$ cat config.mk
export PLATFORM = sky130hd
export DESIGN_NAME = diff_locator_seq
export DESIGN_NICKNAME = d
export VERILOG_FILES = /design/src/rtl/diff_locator_pkg.sv /design/src/rtl/diff_chunk_penc.sv /design/src/rtl/diff_locator_seq.sv
export SDC_FILE = /design/constraint.sdc
export NUM_CORES = 1
export LEC_CHECK = 0
export BUFFER_PORTS_ARGS = -buffer_cell sky130_fd_sc_hd__buf_2
export CAP_MARGIN = 30
export CORE_ASPECT_RATIO = 1.75
export CORE_MARGIN = 4
export CORE_UTILIZATION = 35
export CTS_CLUSTER_SIZE = 28
export DETAILED_ROUTE_END_ITERATION = 7
export GPL_TIMING_DRIVEN = 0
export PLACE_DENSITY = 0.59
export SLEW_MARGIN = 20
export SYNTH_ARGS = -nofsm -noshare
export SYNTH_HDL_FRONTEND = slang
export SYNTH_SLANG_ARGS = --single-unit
$ cat constraint.sdc
create_clock -name clk -period 2.9 [get_ports clk]
set_input_delay 0.145 -clock clk [delete_from_list [all_inputs] [get_ports clk]]
set_output_delay 0.145 -clock clk [all_outputs]
set_load 0.005 [all_outputs]
$ cat src/rtl/diff_locator_pkg.sv
// Shared types and helpers for the iterative first-difference locator:
// FSM state encoding, scan-direction constants and a chunk popcount.
package diff_locator_pkg;

  typedef enum logic [1:0] {
    IDLE = 2'd0,
    SCAN = 2'd1,
    DONE = 2'd2
  } state_e;

  localparam logic DIR_LSB = 1'b0;
  localparam logic DIR_MSB = 1'b1;

  // Widest chunk the popcount helper handles; narrower chunks are zero-extended.
  localparam int POP_MAX_W = 64;

  function automatic int unsigned chunk_popcount(input logic [POP_MAX_W-1:0] v);
    int unsigned n;
    n = 0;
    for (int i = 0; i < POP_MAX_W; i++) begin
      n += 32'(v[i]);
    end
    return n;
  endfunction

endpackage

$ cat src/rtl/diff_chunk_penc.sv
// Combinational CHUNK-bit priority encoder with selectable direction.
// dir_i = DIR_LSB reports the lowest set bit, DIR_MSB the highest.
module diff_chunk_penc
  import diff_locator_pkg::*;
#(
  parameter int CHUNK = 8,
  localparam int POS_W = (CHUNK > 1) ? $clog2(CHUNK) : 1
) (
  input  logic [CHUNK-1:0] data_i,
  input  logic             dir_i,
  output logic             hit_o,
  output logic [POS_W-1:0] pos_o
);

  // Priority select: the last matching assignment in each loop wins.
  always_comb begin
    hit_o = |data_i;
    pos_o = '0;
    if (dir_i == DIR_LSB) begin
      for (int i = CHUNK - 1; i >= 0; i--) begin
        if (data_i[i]) pos_o = POS_W'(i);
      end
    end else begin
      for (int i = 0; i < CHUNK; i++) begin
        if (data_i[i]) pos_o = POS_W'(i);
      end
    end
  end

endmodule

$ cat src/rtl/diff_locator_seq.sv
// Iterative locator of the first differing bit between two operands.
// Scans in1^in2 one CHUNK per clock in the requested direction and
// returns the bit index plus an equal flag over valid/ready handshakes.
// Optional feature macro DIFF_COUNT_EN: adds out_count (Hamming distance)
// and disables early exit so every request scans all chunks.
module diff_locator_seq
  import diff_locator_pkg::*;
#(
  parameter int WIDTH = 32,
  parameter int CHUNK = 8,
  localparam int IDX_W = $clog2(WIDTH)
) (
  input  logic             clk,
  input  logic             rst_n,
  input  logic             in_valid,
  output logic             in_ready,
  input  logic [WIDTH-1:0] in1,
  input  logic [WIDTH-1:0] in2,
  input  logic             msb_first,
  output logic             out_valid,
  input  logic             out_ready,
  output logic [IDX_W-1:0] out_idx,
  output logic             out_equal
`ifdef DIFF_COUNT_EN
  ,
  output logic [IDX_W:0]   out_count
`endif
);

  localparam int NCHUNK = WIDTH / CHUNK;
  localparam int CNT_W  = (NCHUNK > 1) ? $clog2(NCHUNK) : 1;
  localparam int POS_W  = (CHUNK > 1) ? $clog2(CHUNK) : 1;
  localparam logic [CNT_W-1:0] LAST_CHUNK = CNT_W'(NCHUNK - 1);

  state_e             state_q, state_d;
  logic [WIDTH-1:0]   xor_q;
  logic               dir_q;
  logic [CNT_W-1:0]   cnt_q;
  logic [IDX_W-1:0]   idx_q;
  logic               equal_q;

  logic [CNT_W-1:0]   chunk_num;
  logic [IDX_W-1:0]   chunk_base;
  logic [WIDTH-1:0]   xor_shifted;
  logic [CHUNK-1:0]   chunk;
  logic               hit;
  logic [POS_W-1:0]   pos;
  logic [IDX_W-1:0]   cand_idx;
  logic               last_chunk;
  logic               accept;

  assign accept     = in_valid && (state_q == IDLE);
  assign last_chunk = (cnt_q == LAST_CHUNK);

  // MSB-first scanning walks the chunk numbers downward from the top chunk.
  assign chunk_num   = (dir_q == DIR_MSB) ? (LAST_CHUNK - cnt_q) : cnt_q;
  assign chunk_base  = IDX_W'(chunk_num) * IDX_W'(CHUNK);
  assign xor_shifted = xor_q >> chunk_base;
  assign chunk       = xor_shifted[CHUNK-1:0];
  assign cand_idx    = chunk_base + IDX_W'(pos);

  diff_chunk_penc #(
    .CHUNK (CHUNK)
  ) u_penc (
    .data_i (chunk),
    .dir_i  (dir_q),
    .hit_o  (hit),
    .pos_o  (pos)
  );

`ifdef DIFF_COUNT_EN
  logic [IDX_W:0] count_q;
  logic [IDX_W:0] chunk_pop;
  logic           found_q;

  assign chunk_pop = (IDX_W + 1)'(chunk_popcount(POP_MAX_W'(chunk)));
  assign out_count = count_q;
`endif

  // State register.
  always_ff @(posedge clk or negedge rst_n) begin
    if (!rst_n) state_q <= IDLE;
    else        state_q <= state_d;
  end

  // Next-state logic: accept in IDLE, walk chunks in SCAN, hold in DONE.
  always_comb begin
    state_d = state_q;
    unique case (state_q)
      IDLE: if (in_valid) state_d = SCAN;
`ifdef DIFF_COUNT_EN
      SCAN: if (last_chunk) state_d = DONE;
`else
      SCAN: if (hit || last_chunk) state_d = DONE;
`endif
      DONE: if (out_ready) state_d = IDLE;
      default: state_d = IDLE;
    endcase
  end

  // Handshake outputs decoded straight from the state register.
  always_comb begin
    in_ready  = (state_q == IDLE);
    out_valid = (state_q == DONE);
  end

  // Datapath: latch operands on accept, record the result while scanning.
  always_ff @(posedge clk or negedge rst_n) begin
    if (!rst_n) begin
      xor_q   <= '0;
      dir_q   <= DIR_LSB;
      cnt_q   <= '0;
      idx_q   <= '0;
      equal_q <= 1'b0;
`ifdef DIFF_COUNT_EN
      count_q <= '0;
      found_q <= 1'b0;
`endif
    end else if (accept) begin
      xor_q   <= in1 ^ in2;
      dir_q   <= msb_first;
      cnt_q   <= '0;
`ifdef DIFF_COUNT_EN
      count_q <= '0;
      found_q <= 1'b0;
`endif
    end else if (state_q == SCAN) begin
`ifdef DIFF_COUNT_EN
      count_q <= count_q + chunk_pop;
      if (hit && !found_q) begin
        found_q <= 1'b1;
        idx_q   <= cand_idx;
      end
      if (last_chunk) begin
        equal_q <= !found_q && !hit;
        if (!found_q && !hit) idx_q <= '0;
      end else begin
        cnt_q <= cnt_q + 1'b1;
      end
`else
      if (hit) begin
        idx_q   <= cand_idx;
        equal_q <= 1'b0;
      end else if (last_chunk) begin
        idx_q   <= '0;
        equal_q <= 1'b1;
      end else begin
        cnt_q <= cnt_q + 1'b1;
      end
`endif
    end
  end

  assign out_idx   = idx_q;
  assign out_equal = equal_q;

endmodule
Word-level counts from Yosys, hierarchy flattened --
Index checks and enable logic that the tools add are counted.
Operators by class: add/sub/neg operators 3, eq/ne operators 8, shift operators 1, mux-type cells 29, bitwise operators 2, reductions and logical operators 9
Operator list (count):
- $mux 3 | 13
- $shr 32x5->8 | 1
- $xor 32x32->32 | 1
- $mux 2 | 10
- $mux 5 | 2
- $reduce_and 3->1 | 3
- $reduce_or 8->1 | 1
- $ne 2x1->1 const B | 3
- $pmux 2 s3 | 1
- $add 5x3->5 | 1
- $eq 2x2->1 const B | 2
- $ne 2x2->1 const B | 2
- $reduce_bool 2->1 | 2
- $mux 1 | 3
- $add 2x1->2 const B | 1
- $eq 2x1->1 const B | 1
- $logic_not 2->1 | 1
- $sub 2x2->2 const A | 1
- $logic_and 1x1->1 | 1
- $logic_or 1x1->1 | 1
- $not 1->1 | 1
Word-level totals: register bits after elaboration 43, bits of input ports 69, output and inout bits 8, logic and storage cells 58

Longest topological paths before layout --
word-level depth 14, gate-level depth with buffers 9, depth with buffers taken out 7

Modules after synthesis --
Synthesis repeated with hierarchy kept, for this count alone.
Unflattened totals: cells, all modules 209, area total of the unflattened synthesis 2243.4 um^2
By module, submodules not included:
- diff_locator_seq | times used 1, cells an instance 187, area an instance 2113.3 um^2, seq. area each 1076.0 um^2
- diff_chunk_penc | times used 1, cells an instance 22, area an instance 130.1 um^2, seq. area each 0.0 um^2

Least setup slack after synthesis --
OpenSTA, ideal clock, no wires.
path kind reg-to-reg, start point register cnt_q[1], end point register cnt_q[1], setup time 132 ps, data arrival time 2163 ps, path slack 606 ps, stages on the path, launching flop included 10, path buffers 2, cells stage by stage dfrtp_1 -> buf_6 -> buf_6 -> or4b_1 -> o31a_1 -> nand4bb_1 -> nand3_2 -> nor4_4 -> mux2i_1 -> nor2_1
Between the ends: word-level cells in the longest chain between the ends 6
RTL lines:
- start, declared | RTL line diff_locator_seq.sv:38 | logic [CNT_W-1:0] cnt_q;
- start signal, assigned | RTL line diff_locator_seq.sv:148 | cnt_q <= cnt_q + 1'b1;
- $sub 2x2->2 | RTL line diff_locator_seq.sv:56 | assign chunk_num = (dir_q == DIR_MSB) ? (LAST_CHUNK - cnt_q) : cnt_q;
- $mux 2 | RTL line diff_locator_seq.sv:56
- $shr 32x5->8 | RTL line diff_locator_seq.sv:58 | assign xor_shifted = xor_q >> chunk_base;
- $reduce_or 8->1 | RTL line diff_chunk_penc.sv:17 | hit_o = |data_i;
- $ne 2x1->1 (no source line)
- $reduce_and 3->1 (no source line)
Parallel ways exist; a longest one is shown, timed or not. The select of a mux whose other input is x is not followed. A chain may end at the register's enable or synchronous reset.

Final worst setup path --
start point register dir_q, end point register cnt_q[1]
Between the ends: word-level cells in the longest chain between the ends 5
RTL lines:
- start, declared | RTL line diff_locator_seq.sv:37 | logic dir_q;
- start signal, assigned | RTL line diff_locator_seq.sv:121 | dir_q <= msb_first;
- $mux 2 | RTL line diff_locator_seq.sv:56
- $shr 32x5->8 | RTL line diff_locator_seq.sv:58
- $reduce_or 8->1 | RTL line diff_chunk_penc.sv:17
- $ne 2x1->1 (no source line)
- $reduce_and 3->1 (no source line)
No other way between the ends.

==> out/qor.log <==
qor: run_status.status complete, no violations
qor: power_and_ir_drop.power_density 862.6 nW/um2
qor: timing.fin_tns_setup 0 ns
qor: yosys.number_of_enable_flip_flop_cells_after_synthesis 0
qor: floorplanning.initial_core_util 35.91%
qor: yosys.synth-adder-area-share 0.4852%
qor: timing.final-hold-violation-count 0
qor: setup_path.cp_slowest_cell sky130_fd_sc_hd__nor3b_1
qor: routing.vias 2,215
qor: yosys.synth_compound_gate_area_share 18.10%
qor: clock_tree.postCtsHoldBufs 0
qor: clock_tree.clock_latency 0.28 ns
qor: yosys.yosys.area_share.simple 20.33%
qor: floorplanning.rows 41
qor: clock_tree.clock_tree.htree_level_count 2
qor: placed_design.place_congestion 0.8568
qor: power_and_ir_drop.finalPower 2.789 mW
qor: timing.final_max_slew_viol_count 0
qor: power_and_ir_drop.p_leak 1.407 nW
qor: global_routing.globalRouteTotalUtil 15.62%
qor: cells_and_area.num-fill-cells 762
qor: timing.setup_viol_count_final 0
qor: timing.layout_worst_path_cycle_share 90.98%
qor: clock_tree.cts_resized 0
qor: worst_hold_path.holdCritPathClass in -> reg
qor: timing.finalClockSkew 0.003993 ns
qor: yosys.ys.warnings.count 0
qor: placed_design.hpwl 5132 um
qor: routing.route.detailed.drc 0
qor: setup_path.crit_family simple AND/OR/NAND/NOR gates
qor: yosys.ys_types 53
qor: yosys.synth_cells 275
qor: global_routing.antenna_found_initial 0
qor: setup_path.critPathMaxFanout 10
qor: cells_and_area.post_route_cells_drive_above_1_share 27.02%
qor: setup_path.timing.critical_path.cells buf_2, nor3b_1, o21bai_1, nand4bb_1, nand3_2, nor4_4, mux2i_1, nor2_1
qor: yosys.postSynthRegisterBits 43
qor: floorplanning.design.die.area 8859 um2
qor: power_and_ir_drop.power.ir.vdd_worst 0.2754 mV
qor: cells_and_area.stdcell_count 445
qor: setup_path.cp.required 3.05 ns
qor: yosys.synth_top_family_by_area simple AND/OR/NAND/NOR gates
qor: cells_and_area.finish.net_count 430
qor: yosys.syn_area 2579 um2
qor: placed_design.io_buffer_count 76
qor: timing.unrepaired_setup_endpoints_after_global_routing no
qor: floorplanning.die_w 72.89 um
qor: routing.routed_wirelength 6549 um
qor: global_routing.number_of_global_route_vias_before_repair 2,289
qor: floorplanning.design.core.area 7182 um2
qor: yosys.synthesis.area_per_instance 9.377 um2
qor: clock_tree.tritoncts yes
qor: yosys.synth.yosys.seq_area_share 41.73%
qor: routing.ant_nets 0
qor: setup_path.worst_setup_path_end_kind flip-flop
qor: routing.average_detailed_routed_wire_length_per_instance 14.72 um
qor: routing.vias_per_cell 4.978
qor: timing.worst_pin_slew 0.6824 ns
qor: cells_and_area.area_delta_synth_final 25.38%
qor: timing.max-slew-margin-rel 54.41%
qor: global_routing.global_route_wire_length_before_repair 10,590 um
qor: routing.detailedRoute.firstIterationViolations 62
qor: timing.fmaxAchievable 379.0 MHz
qor: clock_tree.path_clk_slew 0.06 ns
qor: yosys.synth_xor_area_share 11.55%
qor: clock_tree.clkSinkCount 43
qor: setup_path.worst-setup-path-type reg -> reg
qor: yosys.muxShareOfSynthArea 4.027%
qor: placed_design.place.detailed.instances 437
qor: yosys.postSynth.topFlopCell sky130_fd_sc_hd__dfrtp_1
qor: floorplanning.die_h 121.6 um
qor: setup_path.arrival 2.79 ns
qor: setup_path.timing.critical_path.buf_inv 1
qor: yosys.synth_fp_nets 345
qor: setup_path.crit_path_start_kind flip-flop
qor: cells_and_area.final_common_cell sky130_fd_sc_hd__buf_2
qor: cells_and_area.n_antenna_cell 0
qor: yosys.ys_async_sr_fraction 100.0%
qor: global_routing.grt_max_degree 44
qor: cells_and_area.most_frequent_cells_in_the_layout sky130_fd_sc_hd__buf_2 (78), sky130_fd_sc_hd__a21oi_1 (43), sky130_fd_sc_hd__dfrtp_1 (43)
qor: timing.fin_crit 2.638 ns
qor: clock_tree.cts.path.max_buffers 2
qor: clock_tree.cts_buffers 5
qor: clock_tree.cts_root_buf sky130_fd_sc_hd__clkbuf_16
qor: routing.dr.pass1.iters 4
qor: floorplanning.ios 77
qor: global_routing.global_route.overflow_total 0
qor: flow_run.max-cap-violations 0
qor: setup_path.cpPeakStageDelay 0.59 ns
qor: clock_tree.cts_setup_buffers 0
==> per-stage QoR <==
stage	cell area (um2)	setup WS, ns	util [%]	hold WS (ns)
2_1_floorplan	2579	0.6056	-	-0.1506
3_3_place_gp	3067	0.3453	42.70	0.3263
3_5_place_dp	3067	0.3360	42.70	0.3345
4_1_cts	3196	0.3169	44.49	0.03940
5_1_grt	3233	0.1048	45.02	0.04102
6_report	3233	0.2615	45.02	0.04069
==> sequential cells by signal, indices dropped and copies added, names as in the netlist <==
register and cells:
cnt_q 2, dir_q 1, out_equal 1, out_idx 5, state_q 2, xor_q 32
==> cells by family after synthesis <==
kind of cell / count (synthesis)
adder cells (fa/ha/maj): 1
multiplexers: 10
AO/OA/AOI/OAI: 74
buffers and inverters: 20
XOR/XNOR: 34
flip-flops: 43
AND/OR/NAND/NOR: 93
==> path summary, 6_finish.rpt <==
kind,start,to,slack [ns],depth (start not counted)
max in group asynchronous,rst_n,xor_q[18]$_DFFE_PN0P_,1.98,3
max reg2reg,dir_q$_DFFE_PN0P_,cnt_q[1]$_DFFE_PN0P_,0.26,8
min in group asynchronous,rst_n,out_idx[4]$_DFFE_PN0P_,0.41,2
min reg2reg,out_idx[0]$_DFFE_PN0P_,out_idx[0]$_DFFE_PN0P_,0.47,2
max,dir_q$_DFFE_PN0P_,cnt_q[1]$_DFFE_PN0P_,0.26,8
min,out_ready,state_q[1]$_DFFE_PN0P_,0.04,2
==> layer usage <==
layer / track usage, % / share of wire, % / vias up
li1: - / - / 1127
met1: 16.55 / 36 / 1029
met2: 29.58 / 57 / 48
met3: 2.064 / 3.5 / 11
met4: 6.928 / 3.1 / 0
met5: 0 / 0 / -
==> report_power, final <==
group / internal, mW / switching, mW / leakage, nW / total [mW]
combinational: 0.532 / 0.678 / 0.853 / 1.21
sequential: 0.869 / 0.183 / 0.491 / 1.05
clock: 0.310 / 0.217 / 0.0628 / 0.527
==> layout make-up <==
| cell class | instances | area, um2 | area share [%] |
|---|---|---|---|
| Tap cell | 86 | 107.6 | 3.328 |
| Buffer | 18 | 90.09 | 2.786 |
| Multi-Input combinational cell | 212 | 1405 | 43.46 |
| Sequential cell | 43 | 1076 | 33.28 |
| Clock buffer | 6 | 128.9 | 3.986 |
| Timing Repair Buffer | 78 | 417.9 | 12.93 |
| Inverter | 2 | 7.507 | 0.2322 |
==> Yosys cell counts, types with 2 or more instances <==
cell                         n  area (um2)
sky130_fd_sc_hd__nand4_1     4       25.02
sky130_fd_sc_hd__o31a_1      5       43.79
sky130_fd_sc_hd__nand3_1     6       30.03
sky130_fd_sc_hd__nand2_1    15       56.30
sky130_fd_sc_hd__inv_1       2       7.510
sky130_fd_sc_hd__buf_1       4       15.01
sky130_fd_sc_hd__nand2b_1    6       37.54
sky130_fd_sc_hd__a21oi_1    43       215.2
sky130_fd_sc_hd__or4b_1      4       40.04
sky130_fd_sc_hd__mux2i_1     7       70.07
sky130_fd_sc_hd__nor2b_1     3       18.77
sky130_fd_sc_hd__o22ai_1     2       12.51
sky130_fd_sc_hd__buf_2       2       10.01
sky130_fd_sc_hd__nor2_1     38       142.6
sky130_fd_sc_hd__xnor2_1    34       297.8
sky130_fd_sc_hd__clkbuf_1    8       30.03
sky130_fd_sc_hd__o21ai_1     4       20.02
sky130_fd_sc_hd__nand4bb_1   3       33.78
sky130_fd_sc_hd__dfrtp_1    43        1076
sky130_fd_sc_hd__mux2_2      2       22.52
sky130_fd_sc_hd__o21bai_1    4       30.03
sky130_fd_sc_hd__o21a_1      2       15.01
sky130_fd_sc_hd__a21boi_1    2       15.01
sky130_fd_sc_hd__buf_6       2       22.52
sky130_fd_sc_hd__a21o_1      2       15.01
Power figures use the tool's default switching activity.
